--- config.mk ---
export PLATFORM = sky130hd
export DESIGN_NAME = watch_cal_top
export DESIGN_NICKNAME = d
export VERILOG_FILES = /design/src/rtl/watch_cal_top.sv
export SDC_FILE = /design/constraint.sdc
export NUM_CORES = 1
export LEC_CHECK = 0
export CAP_MARGIN = 30
export CORE_ASPECT_RATIO = 2
export CORE_MARGIN = 1.5
export CORE_UTILIZATION = 53
export CTS_BUF_LIST = sky130_fd_sc_hd__clkbuf_8
export CTS_CLUSTER_DIAMETER = 100
export DETAILED_ROUTE_END_ITERATION = 10
export PLACE_DENSITY = 0.83
export SYNTH_ARGS = -nofsm -noshare
export SYNTH_HDL_FRONTEND = slang
export SYNTH_SLANG_ARGS = --single-unit
--- constraint.sdc ---
create_clock -name clk -period 4.9 [get_ports clk]
set_clock_uncertainty 0.2 [all_clocks]
set_input_delay 1.225 -clock clk [delete_from_list [all_inputs] [get_ports clk]]
set_output_delay 1.225 -clock clk [all_outputs]
set_load 0.01 [all_outputs]
--- src/rtl/watch_cal_top.sv ---
// Calendar watch: programmable prescaler drives sec/min/hour fields and a free-running day count.
// Define WATCH_CAL_ALARM_EN to build the hour:minute alarm; otherwise o_alarm is tied low.
module watch_cal_top #(
    parameter int P_COUNT_BIT = 30,
    parameter int P_SEC_BIT   = 6,
    parameter int P_MIN_BIT   = 6,
    parameter int P_HOUR_BIT  = 5,
    parameter int P_DAY_BIT   = 10,
    parameter int P_HOUR_MAX  = 24
) (
    input  logic                   clk,
    input  logic                   reset,
    input  logic                   i_run_en,
    input  logic [P_COUNT_BIT-1:0] i_freq,
    input  logic                   i_set_valid,
    input  logic [P_SEC_BIT-1:0]   i_set_sec,
    input  logic [P_MIN_BIT-1:0]   i_set_min,
    input  logic [P_HOUR_BIT-1:0]  i_set_hour,
    input  logic                   i_alarm_en,
    input  logic [P_MIN_BIT-1:0]   i_alarm_min,
    input  logic [P_HOUR_BIT-1:0]  i_alarm_hour,
    output logic                   o_tick,
    output logic [P_SEC_BIT-1:0]   o_sec,
    output logic [P_MIN_BIT-1:0]   o_min,
    output logic [P_HOUR_BIT-1:0]  o_hour,
    output logic [P_DAY_BIT-1:0]   o_day,
    output logic                   o_set_err,
    output logic                   o_alarm
);

    localparam logic [P_SEC_BIT-1:0]  SEC_LAST  = P_SEC_BIT'(59);
    localparam logic [P_MIN_BIT-1:0]  MIN_LAST  = P_MIN_BIT'(59);
    localparam logic [P_HOUR_BIT-1:0] HOUR_LAST = P_HOUR_BIT'(P_HOUR_MAX - 1);

    logic [P_COUNT_BIT-1:0] prescaler;
    logic [P_COUNT_BIT:0]   prescaler_inc;
    logic                   tick_due;
    logic                   set_ok;
    logic                   load;
    logic                   advance;
    logic [P_SEC_BIT-1:0]   next_sec;
    logic [P_MIN_BIT-1:0]   next_min;
    logic [P_HOUR_BIT-1:0]  next_hour;
    logic [P_DAY_BIT-1:0]   next_day;

    // prescaler+1 >= i_freq also covers i_freq of 0/1 and a frequency lowered mid-count
    assign prescaler_inc = {1'b0, prescaler} + {{P_COUNT_BIT{1'b0}}, 1'b1};
    assign tick_due      = i_run_en && (prescaler_inc >= {1'b0, i_freq});

    assign set_ok  = (i_set_sec <= SEC_LAST) && (i_set_min <= MIN_LAST) && (i_set_hour <= HOUR_LAST);
    assign load    = i_set_valid && set_ok;
    assign advance = tick_due && !load;

    always_comb begin
        next_sec  = o_sec + P_SEC_BIT'(1);
        next_min  = o_min;
        next_hour = o_hour;
        next_day  = o_day;
        if (o_sec == SEC_LAST) begin
            next_sec = '0;
            next_min = o_min + P_MIN_BIT'(1);
            if (o_min == MIN_LAST) begin
                next_min  = '0;
                next_hour = o_hour + P_HOUR_BIT'(1);
                if (o_hour == HOUR_LAST) begin
                    next_hour = '0;
                    next_day  = o_day + P_DAY_BIT'(1);
                end
            end
        end
    end

    // A valid load wins over a due tick; a rejected load still lets the tick through.
    always_ff @(posedge clk) begin
        if (reset) begin
            prescaler <= '0;
            o_sec     <= '0;
            o_min     <= '0;
            o_hour    <= '0;
            o_day     <= '0;
            o_tick    <= 1'b0;
            o_set_err <= 1'b0;
        end else begin
            o_tick    <= 1'b0;
            o_set_err <= i_set_valid && !set_ok;
            if (load) begin
                prescaler <= '0;
                o_sec     <= i_set_sec;
                o_min     <= i_set_min;
                o_hour    <= i_set_hour;
            end else if (advance) begin
                prescaler <= '0;
                o_sec     <= next_sec;
                o_min     <= next_min;
                o_hour    <= next_hour;
                o_day     <= next_day;
                o_tick    <= 1'b1;
            end else if (i_run_en) begin
                prescaler <= prescaler_inc[P_COUNT_BIT-1:0];
            end
        end
    end

`ifdef WATCH_CAL_ALARM_EN
    logic alarm_hit;

    assign alarm_hit = i_alarm_en && (next_sec == '0) && (next_min == i_alarm_min)
                       && (next_hour == i_alarm_hour);

    always_ff @(posedge clk) begin
        if (reset) begin
            o_alarm <= 1'b0;
        end else begin
            o_alarm <= advance && alarm_hit;
        end
    end
`else
    logic unused_alarm;

    assign unused_alarm = ^{i_alarm_en, i_alarm_min, i_alarm_hour};
    assign o_alarm      = 1'b0;
`endif

endmodule
==> flow_summary_export.csv, run 1 <==
group,metric,value,unit
logic_synthesis,synth_edf_count,0,
pwr,total_power,1.08,mW
timing,rsz0062_at_grt,"false",
grt,grt_max_degree,31,
logic_synthesis,synthFlopType,"dfxtp_1",
timing,fin_hold_ws,0.300,ns
timing,finalCriticalPeriod,4.60,ns
logic_synthesis,ys_warn_count,0,
logic_synthesis,syn_area_per_cell,7.90,sq um
flow_run,maxCapViolations,0,
logic_synthesis,synth_xor_area_share,11.8,%
die,die_area,8530,sq um
die,initial_core_util,55.1,%
clocking,path_clk_slew,0.06,ns
clocking,cts.sinks,59,
die,die_h,129,microns
final_layout,seqCellArea,1180,sq um
setup_path,start_kind,"register",
setup_path,end_kind,"register",
routing,drt_iter0_drc,345,
logic_synthesis,synth_cell_type_count,54,
timing,slew_headroom,31.8,%
logic_synthesis,yosysSeqAreaShare,28.0,%
logic_synthesis,syn_nets,632,
grt,grt_pass1_vias,4280,
timing,finalSetupViolCount,0,
logic_synthesis,synth_compound_area_share,15.6,%
final_layout,diodes,0,
worst_hold_path,hold_class,"reg -> reg",
die,ioPinCount,93,
grt,grt_usage,26.7,%
timing,fin_crit_sh,93.8,%
logic_synthesis,synthAdderAreaFrac,10.4,%
final_layout,syn_to_final_growth,26.8,%
routing,vias,4307,
logic_synthesis,synth_seq_cells,59,
clocking,worstSkewPairLatency,0.34,ns
setup_path,reg2reg_depth,18,
outcome,status,"finished clean",
logic_synthesis,muxShareOfSynthArea,1.45,%
final_layout,fin_nets,714,
setup_path,worstPathRequired,4.98,ns
die,fp.coreArea,7660,sq um
routing,route.detailed.drc,0,
setup_path,critPathKind,"reg -> reg",
pwr,vdd_drop_max,0.141,mV
timing,worst_pin_slew,1.02,ns
logic_synthesis,yosys.area_share.simple,26.1,%
final_layout,drive_gt1_share,7.25,%
routing,drtAntennaViolNets,0,
clocking,cts_max_level,3,
logic_synthesis,synth_top_family_by_area,"simple AND/OR/NAND/NOR gates",
setup_path,crit_fanout,30,
die,rows,45,
grt,antenna_found_initial,0,
routing,wl_per_cell,15.3,microns
clocking,tritoncts,"done",
logic_synthesis,synthArstFlopShare,0,%
final_layout,multi_input_area,2770,sq um
routing,routed_wl,11.0,mm
timing,final.setup.tns,0,ns
timing,fmax,218,MHz
die,chipWidth,66.1,microns
grt,grt_pass1_wl,18.3,mm
grt,grt_overflow,0,
clocking,clockBufferDepth,2,
pwr,p_per_area,203,nW/um^2
setup_path,arrival,4.67,ns
clocking,cts_root_buffer,"clkbuf_8",
placed_design,hpwl,8.42,mm
placed_design,gp_congestion,0.852,
logic_synthesis,netlist_area,4220,sq um
timing,final_max_slew_viol_count,0,
routing,drtPass1Iterations,4,
routing,via_per_inst,6.02,
timing,hold_viol,0,
final_layout,n_fill_cell,669,
logic_synthesis,synthCells,534,
pwr,power_leakage,2.24,nW
clocking,cts_buffers,9,
placed_design,numPortBuffers,79,
worst_hold_path,hold_depth,2,
## placed cells by master, fill, tap and decap left out, types with 2 or more instances in the layout
| cell type | count |
|---|---|
| a211oi_1 | 5 |
| a21o_1 | 3 |
| a21oi_1 | 15 |
| a221oi_1 | 2 |
| a311o_1 | 2 |
| a31oi_1 | 8 |
| and2_1 | 3 |
| and3_1 | 14 |
| and4_1 | 8 |
| buf_4 | 22 |
| clkbuf_8 | 10 |
| clkdlybuf4s50_1 | 79 |
| dfxtp_1 | 59 |
| ha_1 | 35 |
| inv_1 | 42 |
| mux2i_1 | 5 |
| nand2_1 | 53 |
| nand3_1 | 29 |
| nand3b_1 | 2 |
| nand4_1 | 25 |
| nor2_1 | 49 |
| nor2b_1 | 2 |
| nor3_1 | 6 |
| nor3b_1 | 2 |
| nor4_1 | 5 |
| o211ai_1 | 7 |
| o21ai_0 | 22 |
| o311ai_0 | 4 |
| o31a_1 | 2 |
| o31ai_1 | 4 |
| o41ai_1 | 4 |
| or2_2 | 3 |
| or3_1 | 5 |
| or4_1 | 8 |
| xnor2_1 | 25 |
| xor2_1 | 32 |
## state kept, by name, indices dropped and copies added, names as in the netlist
name,count
o_day,10
o_min,6
o_set_err,1
o_tick,1
prescaler,30
o_sec,6
o_hour,5
## layout make-up
type | count | share of cell area (%)
clock inverters | 6 | 0.935
clock buffers | 10 | 2.57
well taps | 94 | 2.20
multi-input cells | 407 | 51.7
flip-flops and latches | 59 | 22.1
repair buffers | 101 | 17.9
inverters | 38 | 2.67
## routing by layer
layer | GRT usage [%] | vias up | share of wire, %
met2 | 51.1 | 116 | 56
met1 | 25.8 | 2086 | 36
met5 | 0 | - | 0
met3 | 4.69 | 34 | 3.4
li1 | - | 2071 | -
met4 | 14.4 | 0 | 3.7
## kinds of logic after synthesis
family          count (synthesis)
compound gates                 91
other cells                     1
simple gates                  217
xor+xnor                       57
mux                             6
buf+inv                        68
fa+ha+maj                      35
flops                          59
## metrics by stage
step	setup WS [ns]	std cells	cell area, sq um	util (%)
after floorplan	0.514	534	4220	-
after global placement	0.336	697	5140	67.2
after detailed placement	0.228	697	5140	67.2
after CTS	0.179	713	5330	69.6
after global routing	0.0369	715	5350	69.9
final	0.303	715	5350	69.9
## timing repair
item,in CTS,in global routing
buffers inserted,0,2
resized for setup,0,1
hold buffers,0,0
endpoints found under the setup margin,0,25
hold endpoints to repair,0,0
## worst max-delay path, cell delays in order, from the launching register on
cell and delay, ns:
dfxtp_1 0.42, nand4_1 0.16, or3_1 0.38, nor4_1 0.29, buf_4 0.19, and4_1 0.26, and3_1 0.19, xor2_1 0.19
ha_1 0.26, and2_1 0.15, a221o_1 0.29, a221oi_1 0.32, o21ai_1 0.23, buf_4 0.20, o31ai_4 0.17, buf_4 0.17
nand2_1 0.05, buf_4 0.24, a21oi_1 0.15
## power by group
group          leakage [nW]  total [mW]  internal [mW]  switching (mW)
registers             0.479       0.509          0.491          0.0178
clock network         0.111       0.424          0.240           0.183
logic                  1.65       0.151         0.0824          0.0689
total                  2.24        1.08          0.814           0.270
## synthesized netlist by cell type (6+ instances only)
cell type	number	area (sq um)
dfxtp_1	59	1180
nand2_1	53	199
nor2_1	49	184
inv_1	38	143
ha_1	35	438
xor2_1	32	280
nand3_1	29	145
nand4_1	25	156
xnor2_1	25	219
clkbuf_1	24	90.1
o21ai_0	22	110
a21oi_1	15	75.1
and3_1	14	87.6
a31oi_1	8	50.1
and4_1	8	70.1
or4_1	8	60.1
o211ai_1	7	52.6
nor3_1	6	30.0
## path summary, 6_finish.rpt
kind / from / to / slack, ns
setup / recovery: prescaler[12]$_SDFFE_PP0P_ / prescaler[19]$_SDFFE_PP0P_ / 0.30
hold / removal: o_day[9]$_SDFFE_PP0P_ / o_day[9]$_SDFFE_PP0P_ / 0.30
setup reg to reg: prescaler[12]$_SDFFE_PP0P_ / prescaler[19]$_SDFFE_PP0P_ / 0.30
hold reg to reg: o_day[9]$_SDFFE_PP0P_ / o_day[9]$_SDFFE_PP0P_ / 0.30
No activity file was read; power rests on OpenSTA's default activity.
==> run 2: changes to the inputs <==
TNS_END_PERCENT = 1   (was default)
==> results of run 2 <==
Final layout, timing and power as in run 1 (identical DEF).
==> run 3: changes to the inputs <==
--- a/config.mk
+++ b/config.mk
@@ -14,2 +14,3 @@
 export DETAILED_ROUTE_END_ITERATION = 10
+export GPL_TIMING_DRIVEN = 0
 export PLACE_DENSITY = 0.83
--- a/constraint.sdc
+++ b/constraint.sdc
@@ -4,2 +4,2 @@
 set_output_delay 1.225 -clock clk [all_outputs]
-set_load 0.01 [all_outputs]
+set_load 0.05 [all_outputs]
==> run 3 against run 2 <==
First-iteration DRC count down 2.3%. Non-clock buffer count up 14. Design area up 1.1%. Hold slack worse by 0.0015 ns. Clock power up 2%. Sequential power about the same. Critical endpoint is now o_sec[5]$_SDFFE_PP0P_. Largest power group unchanged.
==> flow_summary_export.csv, run 3 (synthesis results as in run 1) <==
group,metric,value,unit
grt,grt_max_degree,11,
setup_path,crit_fanout,7,
final_layout,fin_nets,728,
outcome,status,"finished clean",
die,rows,45,
die,ioPinCount,93,
final_layout,final_common_cell,"clkdlybuf4s50_1",
clocking,cts_max_level,3,
final_layout,utilization,70.7,%
setup_path,arrival,4.73,ns
final_layout,reg_top3,"prescaler: 30 flops, o_day: 10 flops",
grt,grt_pass1_wl,18.4,mm
die,fp.coreArea,7660,sq um
clocking,cts.sinks,59,
routing,wl_per_cell,15.6,microns
worst_hold_path,hold_depth,2,
clocking,cts_buffers,9,
pwr,p_per_area,209,nW/um^2
setup_path,r2r_setup_slack,0.23,ns
final_layout,final_cell_mix,"clkdlybuf4s50_1, dfxtp_1, nand2_1",
final_layout,top_register,"prescaler",
clocking,worstSkewPairLatency,0.35,ns
final_layout,final_area,5410,sq um
timing,worst_pin_slew,0.646,ns
clocking,clockBufferDepth,2,
worst_hold_path,hp-start,"o_day[9]$_SDFFE_PP0P_",
timing,finalSetupViolCount,0,
pwr,clkPwrFrac,38.3,%
clocking,tritoncts,"done",
setup_path,start_kind,"register",
pwr,p_switching,315,uW
grt,grt_pass1_vias,4268,
routing,vias,4353,
setup_path,critPathKind,"reg -> reg",
setup_path,end_kind,"register",
placed_design,hpwl,8.84,mm
grt,grt_overflow,0,
final_layout,n_fill_cell,658,
routing,routed_wl,11.4,mm
timing,fin_crit_sh,95.4,%
final_layout,multi_input_area,2810,sq um
pwr,vdd_drop_max,0.151,mV
final_layout,diodes,0,
timing,finalCriticalPeriod,4.67,ns
routing,drt_iter0_drc,337,
flow_run,maxCapViolations,0,
final_layout,syn_to_final_growth,28.3,%
die,die_area,8530,sq um
timing,final_max_slew_viol_count,0,
final_layout,fin_cells,727,
pwr,power_leakage,2.24,nW
pwr,p_int,813,uW
placed_design,gp_congestion,0.876,
placed_design,dp_cells,708,
grt,antenna_found_initial,0,
pwr,p_sw_share,28.0,%
setup_path,r2r_end,"o_sec[5]$_SDFFE_PP0P_",
setup_path,worstPathRequired,4.96,ns
final_layout,seqCellArea,1180,sq um
placed_design,numPortBuffers,79,
worst_hold_path,hold_class,"reg -> reg",
routing,route.detailed.drc,0,
routing,via_per_inst,5.99,
grt,grt_util_met1,25.6,%
timing,fmax,214,MHz
pwr,seq_power_share,45.1,%
setup_path,reg2reg_depth,14,
grt,grt_use_met3,5.64,%
setup_path,worstReg2RegStart,"prescaler[7]$_SDFFE_PP0P_",
grt,busiest_layer,"met2",
clocking,cts-hold-fix-buffers,0,
timing,slew_headroom,56.6,%
die,initial_core_util,55.1,%
die,chipWidth,66.1,microns
timing,hold_viol,0,
grt,use_met2,49.7,%
die,die_h,129,microns
grt,grt_usage,27.4,%
clocking,cts_root_buffer,"clkbuf_8",
final_layout,largest_reg_flops,30,
final_layout,drive_gt1_share,7.11,%
routing,drtPass1Iterations,5,
routing,drtAntennaViolNets,0,
worst_hold_path,min_to,"o_day[9]$_SDFFE_PP0P_",
placed_design,dpl_cell_area,5130,sq um
pwr,combPwrFrac,16.6,%
clocking,path_clk_slew,0.06,ns
run 3: cell types whose count changed in the layout (fill, tap and decap cells not counted), sizes merged:
cell,delta
buf,-7
inv,-3
clkbuf,+21
clkinv,+1
run 3: power by group through the flow:
stage | Combinational, mW | Sequential (mW) | Clock, mW
after detailed placement | 0.186 | 0.519 | 0
after floorplan | 0.0671 | 0.550 | 0
after global routing | 0.203 | 0.510 | 0.456
final | 0.187 | 0.508 | 0.433
after CTS | 0.187 | 0.508 | 0.436
after global placement | 0.181 | 0.518 | 0
run 3: timing repair:
item	CTS	global route
gates resized for setup	5	6
buffers inserted	5	3
endpoints found under the setup margin	58	56
pin swaps	3	0
run 3: stage by stage:
stage               setup TNS, ns  hold slack, ns  worst slack (ns)  total power [mW]
finish                          0           0.299             0.225              1.13
global route               -0.288           0.342           -0.0799              1.17
CTS                             0           0.299            0.0323              1.13
detailed placement         -13.65           0.291            -0.318             0.704
global placement            -6.17           0.280            -0.220             0.699
floorplan                       0           0.313             0.514             0.617
run 3: area by class of cell:
type                    count  area share (%)
inverters                  38            2.64
well taps                  94            2.17
plain buffers              27            2.24
clock inverters             4           0.809
flip-flops and latches     59            21.8
multi-input cells         407            51.9
clock buffers              10            2.54
repair buffers             88            15.8
run 3: per-layer routing:
layer / vias up / wire [microns]
met1: 2020 / 3900
met2: 169 / 6080
li1: 2104 / -
met4: 0 / 791
met5: - / 0
met3: 60 / 596
run 3: worst max-delay path: stages, from the launching register on:
cell and delay, ns:
dfxtp_1 0.46, nand3_1 0.17, or3_1 0.46, nor4_4 0.39
and4_1 0.32, and3_1 0.20, xor2_1 0.16, ha_1 0.24
and2_1 0.15, a221o_1 0.31, a221oi_2 0.33, o21ai_2 0.21
o31a_1 0.39, a311o_1 0.34, a211oi_1 0.24
run 3: worst max path at each step:
stage,startpoint,cells after the start,endpoint
global route,prescaler[0]$_SDFFE_PP0P_,19,o_sec[3]$_SDFFE_PP0P_
detailed placement,prescaler[7]$_SDFFE_PP0P_,16,prescaler[28]$_SDFFE_PP0P_
floorplan,prescaler[10]$_SDFFE_PP0P_,15,o_sec[5]$_SDFFE_PP0P_
finish,prescaler[7]$_SDFFE_PP0P_,14,o_sec[5]$_SDFFE_PP0P_
CTS,prescaler[7]$_SDFFE_PP0P_,15,o_sec[5]$_SDFFE_PP0P_
global placement,prescaler[7]$_SDFFE_PP0P_,14,o_day[0]$_SDFFE_PP0P_
